**src/rtl/alu_mul_sequencer.sv**
```systemverilog
// Shift-and-add 16x16 -> 32 unsigned multiplier that drives an external ALU.
// The ALU operand/function outputs are decoded combinationally from the current
// state and registers, because the ALU result must come back within the same cycle.
module alu_mul_sequencer (
    input  logic        Clock,
    input  logic        Reset,
    input  logic        Start,
    input  logic [15:0] MulA,
    input  logic [15:0] MulB,
    output logic        Busy,
    output logic        Done,
    output logic [31:0] Product,
    output logic        Err,
    output logic [31:0] AluA,
    output logic [31:0] AluB,
    output logic [4:0]  AluFunSel,
    output logic        AluWF,
    input  logic [31:0] AluOut,
    input  logic [3:0]  AluFlags
);

    localparam int unsigned OP_W  = 16;
    localparam int unsigned ALU_W = 32;
    localparam int unsigned FS_W  = 5;
    localparam int unsigned CNT_W = 5;

    localparam logic [FS_W-1:0]  FS_ADD  = 5'b10100;
    localparam logic [FS_W-1:0]  FS_LSL  = 5'b11011;
    localparam logic [FS_W-1:0]  FS_IDLE = 5'b10000;
    localparam logic [CNT_W-1:0] CNT_INIT = CNT_W'(OP_W);
    localparam int unsigned      FLAG_C = 2;

    typedef enum logic [1:0] {
        S_IDLE  = 2'd0,
        S_ADD   = 2'd1,
        S_SHIFT = 2'd2,
        S_DONE  = 2'd3
    } state_t;

    state_t            state, state_n;
    logic [ALU_W-1:0]  m;
    logic [OP_W-1:0]   q;
    logic [ALU_W-1:0]  p;
    logic [CNT_W-1:0]  cnt;
    logic              add_done;

    logic              accept_c;
    logic              add_c;
    logic              shift_c;
    logic              last_c;

    // Only the carry flag is inspected; the rest of the flag bus is intentionally ignored.
    logic              unused_flags;
    assign unused_flags = ^{AluFlags[3], AluFlags[1:0]};

    // State register.
    always_ff @(posedge Clock or negedge Reset) begin
        if (!Reset) begin
            state <= S_IDLE;
        end else begin
            state <= state_n;
        end
    end

    // Next-state decode and ALU drive; idle drive is the default.
    always_comb begin
        state_n   = state;
        AluA      = '0;
        AluB      = '0;
        AluFunSel = FS_IDLE;
        AluWF     = 1'b0;
        accept_c  = 1'b0;
        add_c     = 1'b0;
        shift_c   = 1'b0;
        last_c    = 1'b0;
        case (state)
            S_IDLE: begin
                if (Start) begin
                    accept_c = 1'b1;
                    state_n  = S_ADD;
                end
            end
            S_ADD: begin
                if (q[0]) begin
                    add_c     = 1'b1;
                    AluA      = p;
                    AluB      = m;
                    AluFunSel = FS_ADD;
                    AluWF     = 1'b1;
                end
                state_n = S_SHIFT;
            end
            S_SHIFT: begin
                shift_c   = 1'b1;
                AluA      = m;
                AluFunSel = FS_LSL;
                last_c    = (cnt == CNT_W'(1));
                state_n   = last_c ? S_DONE : S_ADD;
            end
            S_DONE: begin
                state_n = S_IDLE;
            end
            default: begin
                state_n = S_IDLE;
            end
        endcase
    end

    // Datapath: operand capture, accumulate, shift, result and sticky carry check.
    always_ff @(posedge Clock or negedge Reset) begin
        if (!Reset) begin
            m        <= '0;
            q        <= '0;
            p        <= '0;
            cnt      <= '0;
            add_done <= 1'b0;
            Product  <= '0;
            Err      <= 1'b0;
        end else begin
            if (accept_c) begin
                m   <= {16'b0, MulA};
                q   <= MulB;
                p   <= '0;
                cnt <= CNT_INIT;
                Err <= 1'b0;
            end
            if (state == S_ADD) begin
                add_done <= add_c;
                if (add_c) begin
                    p <= AluOut;
                end
            end
            if (shift_c) begin
                m   <= AluOut;
                q   <= q >> 1;
                cnt <= cnt - CNT_W'(1);
                if (add_done && AluFlags[FLAG_C]) begin
                    Err <= 1'b1;
                end
                if (last_c) begin
                    Product <= p;
                end
            end
        end
    end

    // Status outputs registered from the next state so they align with the state.
    always_ff @(posedge Clock or negedge Reset) begin
        if (!Reset) begin
            Busy <= 1'b0;
            Done <= 1'b0;
        end else begin
            Busy <= (state_n == S_ADD) || (state_n == S_SHIFT);
            Done <= (state_n == S_DONE);
        end
    end

endmodule

```
**config.mk**
```make
export PLATFORM = sky130hd
export DESIGN_NAME = alu_mul_sequencer
export DESIGN_NICKNAME = d
export VERILOG_FILES = /design/src/rtl/alu_mul_sequencer.sv
export SDC_FILE = /design/constraint.sdc
export NUM_CORES = 1
export LEC_CHECK = 0
export CAP_MARGIN = 10
export CORE_ASPECT_RATIO = 0.6
export CORE_UTILIZATION = 41
export DETAILED_ROUTE_END_ITERATION = 8
export DONT_BUFFER_PORTS = 1
export PLACE_DENSITY_LB_ADDON = 0.3
export SLEW_MARGIN = 20
export SYNTH_ARGS = -nofsm -noshare
export SYNTH_HDL_FRONTEND = slang
export SYNTH_SLANG_ARGS = --single-unit
```
**constraint.sdc**
```tcl
create_clock -name Clock -period 2.36 [get_ports Clock]
set_input_delay 0.472 -clock Clock [delete_from_list [all_inputs] [get_ports Clock]]
set_output_delay 0.472 -clock Clock [all_outputs]
set_load 0.1 [all_outputs]
```
# Word level (Yosys, flattened, before mapping)
# Index checks and enable logic that the tools add are counted.
[word_totals]
reg_bits = 123
latchBits = 0
ramBits = 0
romBits = 0
in_bits = 71
out_inout_bits = 105
n_memories = 0
[classes]
add_sub_neg = 1
n_mul = 0
div_mod_pow = 0
n_lt_le_gt_ge = 0
eq_ne = 7
shift = 0
mux = 27
n_bitwise = 0
reduce_logical = 5
[ops]
columns = ["cell", "n"]
rows = [
  ["$mux W32", 8],
  ["$pmux W32 S2", 1],
  ["$mux W16", 2],
  ["$mux W5", 2],
  ["$mux W1", 9],
  ["$eq A2 B2 Y1 const B", 4],
  ["$pmux W2 S4", 1],
  ["$pmux W4 S2", 1],
  ["$eq A5 B1 Y1 const B", 1],
  ["$sub A5 B1 Y5 const B", 1],
  ["$eq A2 B1 Y1 const B", 2],
  ["$mux W2", 2],
  ["$mux W3", 1],
  ["$logic_not A2 Y1", 1],
  ["$reduce_and A2 Y1", 1],
  ["$reduce_bool A2 Y1", 1],
  ["$logic_and A1 B1 Y1", 1],
  ["$logic_or A1 B1 Y1", 1],
]

# Depth between registers and ports, before layout
# Gate-level depths: netlist of the first run.
[logic_depth]
ltp_word = 5
depth_mapped = 8
ltp_nobuf = 6

# Worst setup path before layout of the first run
# OpenSTA, ideal clock, no wires.
[synth_timing]
path_kind = "register to output"
from = "register state[0]"
to = "output AluA[12]"
arrival_ns = 2.956
path_slack_ns = -1.068
stages_incl_launch_ff = 8
cell_sequence = "dfrtp_1 > inv_1 > ha_1 > buf_4 > and2_1 > clkbuf_1 > clkbuf_1 > a22o_1"
[synth_via]
elab_chain_cells = 2
[synth_lines]
columns = ["element", "line", "source"]
rows = [
  ["start, declared", "40", "state_t state, state_n;"],
  ["start signal, assigned", "61", "state <= state_n;"],
  ["$eq A2 B2 Y1 / $eq A2 B1 Y1 (equally long branches)", "76", "case (state)"],
  ["$pmux W32 S2 (*)", "76", ""],
  ["end, declared", "14", "output logic [31:0] AluA,"],
]
# Every way passes the cells marked *; elsewhere a longest branch is shown, timed or not.

# Worst setup path after layout of the first run
[layout_timing]
from = "register state[1]"
to = "output AluA[2]"
# The elaborated chain is that of the path after synthesis.

==> impl_metrics.yaml, run 1 <==
die:
  initial_core_util_pct: 42.6
  ioPinCount: 176
  die_h_um: 92.1
  die_area_um2: 14000
  fp.dieW_um: 152
  core_um2: 13000
  rows: 32
detailed_routing:
  antenna_left: 0
  vias: 4071
  viasPerCell: 5.70
  routedWlPerCell_um: 21.9
  drt_iter0_markers: 219
  routed_wl_um: 15700
  post-route-drc-count: 24
  drtPass1Iterations: 7
timing:
  tightest_slew_ns: 0.949
  max_freq_mhz: 421
  hold_viol_final: 123
  fin_crit_sh_pct: 101
  holdWs_ns: -0.237
  slew_viol_final: 0
  fin_crit_ns: 2.38
  setup_ws_ns: -0.0176
  relSlewSlack_pct: 36.7
  finalSetupViolCount: 12
  rsz0062_at_grt: "true"
  worst_clock_skew_ns: 0.0110
cts:
  numCtsBuffers: 17
  clk_pin_slew_worst_paths_ns: 0.06
  root_buffer: "clkbuf_16"
  clk_latency_ns: 0.41
  clk_path_buf_depth: 2
  htreeDepth: 4
  cts_tree: "yes"
  clkSinkCount: 123
logic_synthesis:
  synth_most_common_cell: "dfrtp_1"
  async_flop_share_pct: 100
  ys_seq_elements: 123
  synth_area_leaders: "dfrtp_1 56%, a22o_1 10%, mux2_2 6.7%, mux2i_1 6.0%, nand2_1 4.8%"
  synthDistinctLibCells: 27
  ys.flop_type: "dfrtp_1"
  synth_warnings: 0
  netlist.area_leader.share_pct: 55.5
  synth_top_cell_by_area: "dfrtp_1"
  syn_area_per_cell_um2: 11.5
  syn_area_um2: 5540
  yosys-top-cells-count: "123 x dfrtp_1, 71 x nand2_1, 64 x a22o_1, 49 x o21ai_0"
  synth_cells: 483
  seq_area_frac_synth_pct: 55.5
  synth_edf_count: 0
  syn-num-nets: 561
worst_setup_path:
  r2r_start: "state[0]"
  path_cells: "inv_2 -> ha_4 -> and3_4 -> buf_12 -> a22o_4 -> buf_12"
  crit_buf_inv: 3
  cpMaxStageDelayCell: "dfrtp_1"
  cp-start-kind: "flip-flop"
  worst-path-max-fanout: 17
  critPathKind: "flip-flop to primary output"
  crit_start: "state[1]"
  critPathTopFamily: "buffers and inverters"
  required_ns: 1.89
  worst_path_largest_cell_delay_ns: 0.38
  end_kind: "primary output"
  worst_ep_arrival_time_ns: 1.91
  crit_top_cell: "buf_12"
grt:
  overflow: 0
  grt_pass1_vias: 4318
  grt_pass1_wl_um: 25300
  antenna_found_initial: 0
  grt_usage_pct: 23.8
  grt_max_degree: 124
flow_run:
  maxCapViolations: 0
outcome:
  status: "finished, violations left"
  violations: "design-rule violations, negative hold slack, negative setup slack"
cells_and_area:
  area_growth_pct: 38.7
  final_core_util_pct: 59.0
  nets: 610
  drive_above_1_share_pct: 33.5
  antenna_cells: 0
  fillers: 1030
place:
  place_congestion: 0.787
  dp_hpwl_um: 10100
  port_buffers: 0
hold_path:
  hold_path.class: "input port to asynchronous set/reset pin"
[cell type report]
class                           instances  area (um2)  share of cell area [%]
Clock buffer                           18         439                    5.72
Timing Repair Buffer                   75        1260                    16.5
Sequential cell                       123        3080                    40.1
Tap cell                              170         213                    2.77
Clock inverter                         13         193                    2.51
Inverter                                4        15.0                   0.195
Multi-Input combinational cell        311        2480                    32.3
[routing by layer]
| metal | vias up | wire length, um | share of wire (%) | GRT usage, % |
|---|---|---|---|---|
| met5 | - | 0 | 0 | 0 |
| met4 | 0 | 47 | 0.30 | 5.87 |
| met3 | 4 | 1590 | 10 | 10.8 |
| met2 | 168 | 7110 | 45 | 36.0 |
| met1 | 2076 | 6910 | 44 | 31.0 |
| li1 | 1823 | - | - | - |
[stage by stage]
step	std cells	hold slack [ns]	setup TNS, ns	instance area (um2)	setup WS, ns
6_report	714	-0.237	-0.0739	7680	-0.0176
5_1_grt	714	-0.269	-1.55	7680	-0.0777
4_1_cts	713	-0.261	-0.352	7650	-0.0390
3_5_place_dp	678	0.179	0	6880	0.152
3_3_place_gp	678	0.180	0	6880	0.179
2_1_floorplan	483	0.176	-1.12	5750	-0.112
[worst paths after layout]
path | to | slack, ns | depth (start not counted)
max in group asynchronous | p[29] | 2.39 | 0
min | q[2] | -0.24 | 0
min in group Clock | m[28] | 0.19 | 2
max | AluA[2] | -0.02 | 6
min reg2reg | q[6] | 0.48 | 2
max reg2reg | Busy | 0.31 | 7
[state kept, by name (all words and copies together), names as in the netlist]
name / cells
Product: 32
m: 32
p: 32
q: 16
cnt: 5
state: 2
Busy: 1
Done: 1
Err: 1
add_done: 1
[timing repair]
action                     CTS  global route
gates resized for setup     19             4
buffers inserted             3             1
cloned                       1             0
hold endpoints to repair   123           123
pin swaps                    2             1
setup endpoints to repair   42            36
[worst register-to-register path, stage by stage, from the launching register on]
cell and delay [ns]:
dfrtp_1 0.39, inv_2 0.12, ha_4 0.17, nand2_1 0.08, nor4_4 0.45, buf_4 0.30
o31a_1 0.19, ha_1 0.25
[placed cells by master (no fill, tap or decap), types with 2 or more instances in the layout]
cell type   netlist  layout
dfrtp_1         123     123
nand2_1          71      70
buf_12            0      52
o21ai_0          49      49
mux2_2           33      33
mux2i_1          33      33
and3_1           33      32
a22o_1           64      32
a22o_4            0      23
buf_4             7      20
clkbuf_16         0      17
a22o_2            0       9
clkinvlp_4        0       5
ha_1              7       4
bufinv_16         0       4
nor2_1            3       3
a21oi_1           3       3
ha_4              0       3
inv_2             0       2
inv_1             4       2
and2_4            0       2
nor3_1            2       2
xnor2_1           2       2
clkinv_4          0       2
clkbuf_8          0       2
inv_6             0       2
[logic make-up after synthesis]
| family | Yosys count | share of synthesized area, % |
|---|---|---|
| buf+inv | 49 | 4.43 |
| mux | 67 | 12.9 |
| simple gates | 115 | 9.89 |
| flops | 123 | 55.5 |
| xor+xnor | 3 | 0.474 |
| fa+ha+maj | 7 | 1.58 |
| compound gates | 118 | 15.2 |
| other cells | 1 | 0.0677 |
Power of run 1 is left out: the tool's default activity adds up to more than one toggle a clock period on the data nets, which glitch-free logic cannot reach.
==> run 2: changes to the inputs <==
--- a/config.mk
+++ b/config.mk
@@ -6,7 +6,7 @@
 export NUM_CORES = 1
 export LEC_CHECK = 0
 export CAP_MARGIN = 10
-export CORE_ASPECT_RATIO = 0.6
+export CORE_ASPECT_RATIO = 1.75
 export CORE_UTILIZATION = 41
 export DETAILED_ROUTE_END_ITERATION = 8
 export DONT_BUFFER_PORTS = 1
==> impl_metrics.yaml, run 2 (synthesis gave the netlist of run 1 again) <==
worst_setup_path:
  cp-start-kind: "flip-flop"
  required_ns: 1.89
  end_kind: "primary output"
  critPathKind: "flip-flop to primary output"
  worst_ep_arrival_time_ns: 1.96
  worst-path-max-fanout: 5
timing:
  holdWs_ns: -0.246
  hold_viol_final: 123
  fin_crit_ns: 2.44
  slew_viol_final: 0
  finalSetupViolCount: 32
  setup_ws_ns: -0.0767
  tightest_slew_ns: 0.947
  relSlewSlack_pct: 36.9
  fin_crit_sh_pct: 103
  rsz0062_at_grt: "true"
  max_freq_mhz: 410
  worst_clock_skew_ns: 0.00730
detailed_routing:
  antenna_left: 0
  vias: 4220
  post-route-drc-count: 0
  viasPerCell: 5.84
  drtPass1Iterations: 5
  routedWlPerCell_um: 23.2
  drt_iter0_markers: 255
  routed_wl_um: 16700
cells_and_area:
  fillers: 1035
  nets: 616
  top_regs: "Product x32, m x32, p x32"
  final_common_cell: "dfrtp_1"
  mostFrequentLayoutCells: "123 x dfrtp_1, 70 x nand2_1, 54 x buf_12"
  finalNonFillerCells: 722
  drive_above_1_share_pct: 34.1
  antenna_cells: 0
  area_growth_pct: 43.2
grt:
  overflow: 0
  antenna_found_initial: 0
  grt_pass1_vias: 4482
  grt_pass1_wl_um: 25000
  grt_usage_pct: 23.4
  grt_max_degree: 124
place:
  dp_hpwl_um: 10300
  post-place-ws_ns: 0.231
  place_congestion: 0.806
  placedCellCount: 676
  port_buffers: 0
flow_run:
  maxCapViolations: 0
die:
  fp.dieW_um: 89.9
  initial_core_util_pct: 42.4
  rows: 55
  die_area_um2: 14000
  core_um2: 13100
  die_h_um: 156
  ioPinCount: 176
outcome:
  status: "finished, violations left"
  violations: "negative hold slack, negative setup slack"
cts:
  clk_path_buf_depth: 2
  clk_pin_slew_worst_paths_ns: 0.06
  root_buffer: "clkbuf_16"
  htreeDepth: 4
  cts_tree: "yes"
  clk_latency_ns: 0.41
  numCtsBuffers: 17
  clkSinkCount: 123
hold_path:
  hold_path.class: "input port to asynchronous set/reset pin"
-- run 2: cell types whose count changed in the layout (fill, tap and decap cells not counted), sizes merged --
cell      previous run  this run
bufbuf               1         0
bufinv               4         6
clkinv               2         3
buf                 73        75
clkbuf              19        25
clkinvlp             5         2
-- run 2: critical path, stage by stage, from the launching register on --
cell and delay [ns]:
dfrtp_1 0.38, inv_2 0.07, buf_6 0.12, ha_4 0.16, and2_4 0.19, clkbuf_16 0.18, a22o_2 0.27, buf_12 0.17
-- run 2: metal layers --
metal	global-route usage, %	part of all wire (%)
met1	25.7	36
met2	41.6	54
met5	0	0
met3	6.53	6.3
met4	11.4	3.5
-- run 2: final cells by class --
cell class                      count  area [um2]  share of cell area, %
Timing Repair Buffer               81        1450                   18.3
Multi-Input combinational cell    311        2490                   31.4
Clock inverter                     13         239                   3.01
Sequential cell                   123        3080                   38.8
Tap cell                          171         214                   2.70
Inverter                            4        15.0                  0.189
Clock buffer                       19         443                   5.58
-- run 2: repair_timing --
| action | in CTS | in global routing |
|---|---|---|
| endpoints found under the hold margin | 123 | 123 |
| setup buffers | 6 | 1 |
| setup endpoints to repair | 54 | 57 |
| gates cloned | 2 | 6 |
| pin swaps | 3 | 9 |
| gates resized for setup | 17 | 5 |
-- run 2: final timing paths --
path	startpoint	cells past startpoint	slack, ns	endpoint
min reg2reg	q[14]	2	0.48	q[13]
min	Reset	0	-0.25	p[8]
max reg2reg	state[0]	9	0.18	Busy
max	state[0]	7	-0.08	AluA[14]
min in group Clock	AluOut[6]	2	0.18	m[6]
max in group asynchronous	Reset	0	2.45	p[17]
-- run 2: per-stage QoR --
| stage | area (um2) | hold slack (ns) | utilization, % | TNS [ns] |
|---|---|---|---|---|
| 3_3_place_gp | 6880 | 0.179 | 52.6 | 0 |
| 2_1_floorplan | 5750 | 0.176 | - | -1.12 |
| 6_report | 7930 | -0.246 | 60.7 | -1.62 |
| 5_1_grt | 7930 | -0.266 | 60.7 | -3.92 |
| 3_5_place_dp | 6880 | 0.179 | 52.6 | 0 |
| 4_1_cts | 7760 | -0.259 | 59.3 | -1.28 |
Power of run 2 is left out for the same reason.
